File: src/rtl/queue_ctrl_5x79_if.sv
// Bundle of the enqueue/dequeue handshake and the ram_5x79 port signals.
// master = queue controller view, slave = producer/consumer/memory view.
interface queue_ctrl_5x79_if #(
  parameter int WIDTH = 79
);
  logic             io_enq_valid;
  logic             io_enq_ready;
  logic [WIDTH-1:0] io_enq_bits;
  logic             io_deq_valid;
  logic             io_deq_ready;
  logic [WIDTH-1:0] io_deq_bits;
  logic [2:0]       io_count;
  logic [2:0]       mem_W0_addr;
  logic             mem_W0_en;
  logic [WIDTH-1:0] mem_W0_data;
  logic [2:0]       mem_R0_addr;
  logic             mem_R0_en;
  logic [WIDTH-1:0] mem_R0_data;

  modport master (
    input  io_enq_valid, io_enq_bits, io_deq_ready, mem_R0_data,
    output io_enq_ready, io_deq_valid, io_deq_bits, io_count,
           mem_W0_addr, mem_W0_en, mem_W0_data, mem_R0_addr, mem_R0_en
  );

  modport slave (
    output io_enq_valid, io_enq_bits, io_deq_ready, mem_R0_data,
    input  io_enq_ready, io_deq_valid, io_deq_bits, io_count,
           mem_W0_addr, mem_W0_en, mem_W0_data, mem_R0_addr, mem_R0_en
  );
endinterface

File: src/rtl/queue_ctrl_5x79.sv
// Ready/valid control for a 5-entry, 79-bit queue backed by ram_5x79.
// Pointers wrap modulo DEPTH; FLOW adds a zero-latency bypass when empty.
module queue_ctrl_5x79 #(
  parameter int WIDTH = 79,
  parameter int DEPTH = 5,
  parameter bit FLOW  = 1'b0
) (
  input  logic              clock,
  input  logic              reset,
  queue_ctrl_5x79_if.master q
);

  localparam logic [2:0] LAST_IDX = 3'(DEPTH - 1);
  localparam logic [3:0] DEPTH_4  = 4'(DEPTH);

  logic [2:0]       enq_ptr;
  logic [2:0]       deq_ptr;
  logic             maybe_full;

  logic             ptr_match;
  logic             empty;
  logic             full;
  logic             flow_empty;
  logic             enq_ready;
  logic             deq_valid;
  logic             enq_fire;
  logic             deq_fire;
  logic             do_enq;
  logic             do_deq;
  logic [WIDTH-1:0] deq_bits;
  logic [3:0]       diff_raw;
  logic [3:0]       count_wide;

  function automatic logic [2:0] next_ptr(input logic [2:0] p);
    logic [2:0] n;
    if (p == LAST_IDX) begin
      n = 3'd0;
    end else begin
      n = p + 3'd1;
    end
    return n;
  endfunction

  // Occupancy flags, handshakes, bypass select and memory strobes
  always_comb begin
    ptr_match  = (enq_ptr == deq_ptr);
    empty      = ptr_match & ~maybe_full;
    full       = ptr_match & maybe_full;
    flow_empty = FLOW & empty;
    enq_ready  = ~full & ~reset;
    deq_valid  = (~empty | (FLOW & q.io_enq_valid)) & ~reset;
    enq_fire   = q.io_enq_valid & enq_ready;
    deq_fire   = deq_valid & q.io_deq_ready;
    // A bypassed word goes straight to the consumer and never touches memory.
    do_enq     = enq_fire & ~(flow_empty & q.io_deq_ready);
    do_deq     = deq_fire & ~empty;
    if (flow_empty) begin
      deq_bits = q.io_enq_bits;
    end else begin
      deq_bits = q.mem_R0_data;
    end
  end

  // Occupancy: pointer distance modulo DEPTH, disambiguated by maybe_full
  always_comb begin
    diff_raw   = {1'b0, enq_ptr} + DEPTH_4 - {1'b0, deq_ptr};
    count_wide = 4'd0;
    if (ptr_match) begin
      if (maybe_full) begin
        count_wide = DEPTH_4;
      end else begin
        count_wide = 4'd0;
      end
    end else if (diff_raw >= DEPTH_4) begin
      count_wide = diff_raw - DEPTH_4;
    end else begin
      count_wide = diff_raw;
    end
  end

  // Pointer and wrap-flag state
  always_ff @(posedge clock) begin
    if (reset) begin
      enq_ptr    <= 3'd0;
      deq_ptr    <= 3'd0;
      maybe_full <= 1'b0;
    end else begin
      if (do_enq) begin
        enq_ptr <= next_ptr(enq_ptr);
      end
      if (do_deq) begin
        deq_ptr <= next_ptr(deq_ptr);
      end
      if (do_enq != do_deq) begin
        maybe_full <= do_enq;
      end
    end
  end

  assign q.io_enq_ready = enq_ready;
  assign q.io_deq_valid = deq_valid;
  assign q.io_deq_bits  = deq_bits;
  assign q.io_count     = count_wide[2:0];
  assign q.mem_W0_addr  = enq_ptr;
  assign q.mem_W0_en    = do_enq;
  assign q.mem_W0_data  = q.io_enq_bits;
  assign q.mem_R0_addr  = deq_ptr;
  assign q.mem_R0_en    = 1'b1;

endmodule

File: src/flat_wrapper.sv
// flat-port wrapper written by rule: the top's interface ports become plain ports
module queue_ctrl_5x79_flat 
#(
  parameter int WIDTH = 79,
  parameter int DEPTH = 5,
  parameter bit FLOW  = 1'b0
)
  (clock, reset, q_io_enq_valid, q_io_enq_bits, q_io_deq_ready, q_mem_R0_data, q_io_enq_ready, q_io_deq_valid, q_io_deq_bits, q_io_count, q_mem_W0_addr, q_mem_W0_en, q_mem_W0_data, q_mem_R0_addr, q_mem_R0_en);
  queue_ctrl_5x79_if #(.WIDTH(WIDTH)) q_i ();
  input  logic clock;
  input  logic reset;
  input wire logic [$bits(q_i.io_enq_valid)-1:0] q_io_enq_valid;
  input wire logic [$bits(q_i.io_enq_bits)-1:0] q_io_enq_bits;
  input wire logic [$bits(q_i.io_deq_ready)-1:0] q_io_deq_ready;
  input wire logic [$bits(q_i.mem_R0_data)-1:0] q_mem_R0_data;
  output wire logic [$bits(q_i.io_enq_ready)-1:0] q_io_enq_ready;
  output wire logic [$bits(q_i.io_deq_valid)-1:0] q_io_deq_valid;
  output wire logic [$bits(q_i.io_deq_bits)-1:0] q_io_deq_bits;
  output wire logic [$bits(q_i.io_count)-1:0] q_io_count;
  output wire logic [$bits(q_i.mem_W0_addr)-1:0] q_mem_W0_addr;
  output wire logic [$bits(q_i.mem_W0_en)-1:0] q_mem_W0_en;
  output wire logic [$bits(q_i.mem_W0_data)-1:0] q_mem_W0_data;
  output wire logic [$bits(q_i.mem_R0_addr)-1:0] q_mem_R0_addr;
  output wire logic [$bits(q_i.mem_R0_en)-1:0] q_mem_R0_en;
  assign q_i.io_enq_valid = q_io_enq_valid;
  assign q_i.io_enq_bits = q_io_enq_bits;
  assign q_i.io_deq_ready = q_io_deq_ready;
  assign q_i.mem_R0_data = q_mem_R0_data;
  assign q_io_enq_ready = q_i.io_enq_ready;
  assign q_io_deq_valid = q_i.io_deq_valid;
  assign q_io_deq_bits = q_i.io_deq_bits;
  assign q_io_count = q_i.io_count;
  assign q_mem_W0_addr = q_i.mem_W0_addr;
  assign q_mem_W0_en = q_i.mem_W0_en;
  assign q_mem_W0_data = q_i.mem_W0_data;
  assign q_mem_R0_addr = q_i.mem_R0_addr;
  assign q_mem_R0_en = q_i.mem_R0_en;
  queue_ctrl_5x79 #(.WIDTH(WIDTH), .DEPTH(DEPTH), .FLOW(FLOW)) u_core (.clock(clock), .reset(reset), .q(q_i));
endmodule
File: config.mk
export PLATFORM = sky130hd
export DESIGN_NAME = queue_ctrl_5x79_flat
export DESIGN_NICKNAME = d
export VERILOG_FILES = /design/src/rtl/queue_ctrl_5x79_if.sv /design/src/rtl/queue_ctrl_5x79.sv /design/src/flat_wrapper.sv
export SDC_FILE = /design/constraint.sdc
export NUM_CORES = 1
export LEC_CHECK = 0
export CORE_AREA = 8 8 124 126
export DETAILED_ROUTE_END_ITERATION = 10
export DIE_AREA = 0 0 132 134
export PLACE_DENSITY = 0.69
export SYNTH_ARGS = -nofsm -noshare
export SYNTH_HDL_FRONTEND = slang
export SYNTH_SLANG_ARGS = --single-unit
File: constraint.sdc
create_clock -name clock -period 3.1 [get_ports clock]
set_input_delay 0.62 -clock clock [delete_from_list [all_inputs] [get_ports clock]]
set_output_delay 0.62 -clock clock [all_outputs]
set_load 0.01 [all_outputs]
==> metrics.txt <==
antenna violations before repair=0; cell with the largest stage delay on the worst path=fa_2; Slowest Stage Delay on Critical Path=0.47 ns; period utilization=0.961; cts hold-fix bufs=0; total CTS buffers=3; Syn Inst Count=234; post-synthesis instance area=1810 um2; crit-path most repeated cell=inv_1; Avg Inst Size Synth=7.74 um2; vias in the first global route=1,044; crit path max fanout=5; CP top delay family=adder cells; Slew Limit Fails=0; DR DRC count=0; commonest cells after routing, fill and taps aside=12 x clkdlybuf4s50_1, 11 x inv_1, 11 x buf_4; Place WS=-0.223 ns; Synth Flop Type=dfxtp_1; clk_lat worst skew=0.23 ns; Hold Slack=0.553 ns; first-pass GRT wire length=7.00 mm; status=complete, no violations; TritonCTS clock tree=built; total gr overflow=0; Die Wd=132 um; I/O pin total=333; num rows=43; Required @ worst endpoint=2.48 ns; WL/cell=18.5 um; synth top area cells=buf_4 66%, dfxtp_1 7.7%, ha_1 6.9%; Max Cap Viol=0; Yosys top cell by area=buf_4; fraction of registers with async set/reset=0; CTS Root Cell=clkbuf_16; most common cell after layout, fill and taps aside=clkdlybuf4s50_1; Reg clk slew, reported paths=0.04 ns; pwr dens=630 nW/um2; synth warn=0; vias=915; Die Area=17,700 um2; leakage power total=0.422 nW; initial core utilization=0.134; Worst Setup End Kind=primary output; worst path cell trace=inv_1, ha_1, inv_1, ha_4, fa_2, a221o_1, a2bb2oi_2, buf_2; arrival time at the worst endpoint=2.36 ns; Reg area=140 um2; area grow syn2layout=-35.5%; largest net degree at the start of global routing=10; maximum vdd drop=0.000168 V; number of post-CTS setup repair buffers=0; sequential area share after synthesis=0.0773; H-tree levels=1; # fillers=1,556; antenna viol nets, final=0; finished layout cell area=1170 um2; nets@finish=277; worst setup margin=0.120 ns; RSZ-0062 raised after global routing=yes; Die H=134 um; minimum clock period=2.98 ns; Synth top area share=0.659; First-pass DRT Iterations=3; Detail Placement HPWL=4.27 mm; global-route usage over all layers=0.0566; clock skew=0.00246 ns; clock buffer depth=2; flops & latches, synth=7; core area=13,500 um2; Clock Sink Count=7; Design Power=736 uW; area post-placement=1060 um2; Critical Path Start Type=flop; number of synthesized flops with an enable pin=0; Syn Nets=407; Setup Crit Path Kind=reg2out; ant diodes=0; layout cell share with drive strength beyond 1=0.233; Via density=3.23; final setup violating endpoints=0; Yosys cell types=33; final wirelength=5.24 mm; placer congestion estimate=0.647; worst min path class=reg2reg; Iter 0 DRT Violations=38; multi-input logic area=465 um2; WP buf/inv=3; Max Clk Rate=336 MHz; final count of hold timing violations=0; post-layout util=0.0865; Port Buffers=15
[state kept, by name (all words and copies together), names as in the netlist]
register,cells
u_core.q.mem_W0_addr,3
u_core.q.mem_R0_addr,3
u_core.maybe_full,1
[cell usage after synthesis, drive strengths merged, types with 2 or more instances]
| cell type | instances |
|---|---|
| a21oi | 4 |
| nor2 | 4 |
| ha | 10 |
| o31ai | 2 |
| a211oi | 3 |
| nand3 | 3 |
| a31oi | 3 |
| inv | 11 |
| dfxtp | 7 |
| buf | 160 |
| o21ai | 5 |
| nand2 | 3 |
[per-stage QoR]
stage,TNS [ns],instances
after floorplan,0,234
after global placement,-0.119,279
after detailed placement,-0.285,279
after CTS,0,283
after global routing,-0.0232,283
final,0,283
[layer usage]
layer | vias up | GRT usage | wire [um]
met2 | 134 | 0.0695 | 2020
met3 | 99 | 0.0527 | 1090
li1 | 326 | - | -
met5 | - | 0 | 0
met1 | 356 | 0.0384 | 1330
met4 | 0 | 0.0996 | 795
[power breakdown]
group	internal [mW]	total, mW	switching (mW)	leakage, nW
combinational	0.183	0.402	0.218	0.327
clock	0.171	0.221	0.0503	0.0382
sequential	0.103	0.113	0.0100	0.0573
total	0.457	0.736	0.279	0.422
[cells by family (layout without fill, tap and decap cells)]
family	Yosys count	in the layout	synth area share
flip-flops	7	7	0.0773
AO/OA/AOI/OAI	23	23	0.0863
AND/OR/NAND/NOR	19	19	0.0594
buffers and inverters	172	41	0.690
adder cells (fa/ha/maj)	11	11	0.0801
other	1	1	0.00207
XOR/XNOR	1	1	0.00484
[final timing paths]
| check | to | cells after the start | slack (ns) | startpoint |
|---|---|---|---|---|
| setup / recovery | q_io_count[0] | 8 | 0.12 | u_core.q.mem_W0_addr[1]$_SDFFE_PP0P_ |
| setup reg to reg | u_core.q.mem_R0_addr[2]$_SDFFE_PP0P_ | 5 | 1.24 | u_core.q.mem_R0_addr[0]$_SDFFE_PP0P_ |
| hold reg to reg | u_core.maybe_full$_SDFFE_PP0P_ | 2 | 0.55 | u_core.maybe_full$_SDFFE_PP0P_ |
| hold / removal | u_core.maybe_full$_SDFFE_PP0P_ | 2 | 0.55 | u_core.maybe_full$_SDFFE_PP0P_ |
[worst register-to-register path: stages, from the launching register on]
cell and delay (ns):
dfxtp_1 0.34, inv_1 0.08, ha_1 0.39, and4b_1 0.34
or4b_1 0.49, a21oi_1 0.14
[timing repair]
| item | 4_1_cts | 5_1_grt |
|---|---|---|
| endpoints found under the setup margin | 3 | 3 |
| pin swaps | 1 | 1 |
| cloned | 0 | 0 |
| gates resized for setup | 11 | 7 |
| hold endpoints to repair | 0 | 0 |
[final cells by class]
type | instances | share of cell area
clock buffer | 4 | 0.0675
inverter | 11 | 0.0353
multi-input combinational | 55 | 0.398
sequential | 7 | 0.120
tap | 180 | 0.193
timing repair buffer | 26 | 0.186
Note: power is estimated with default switching activity, not from simulation.
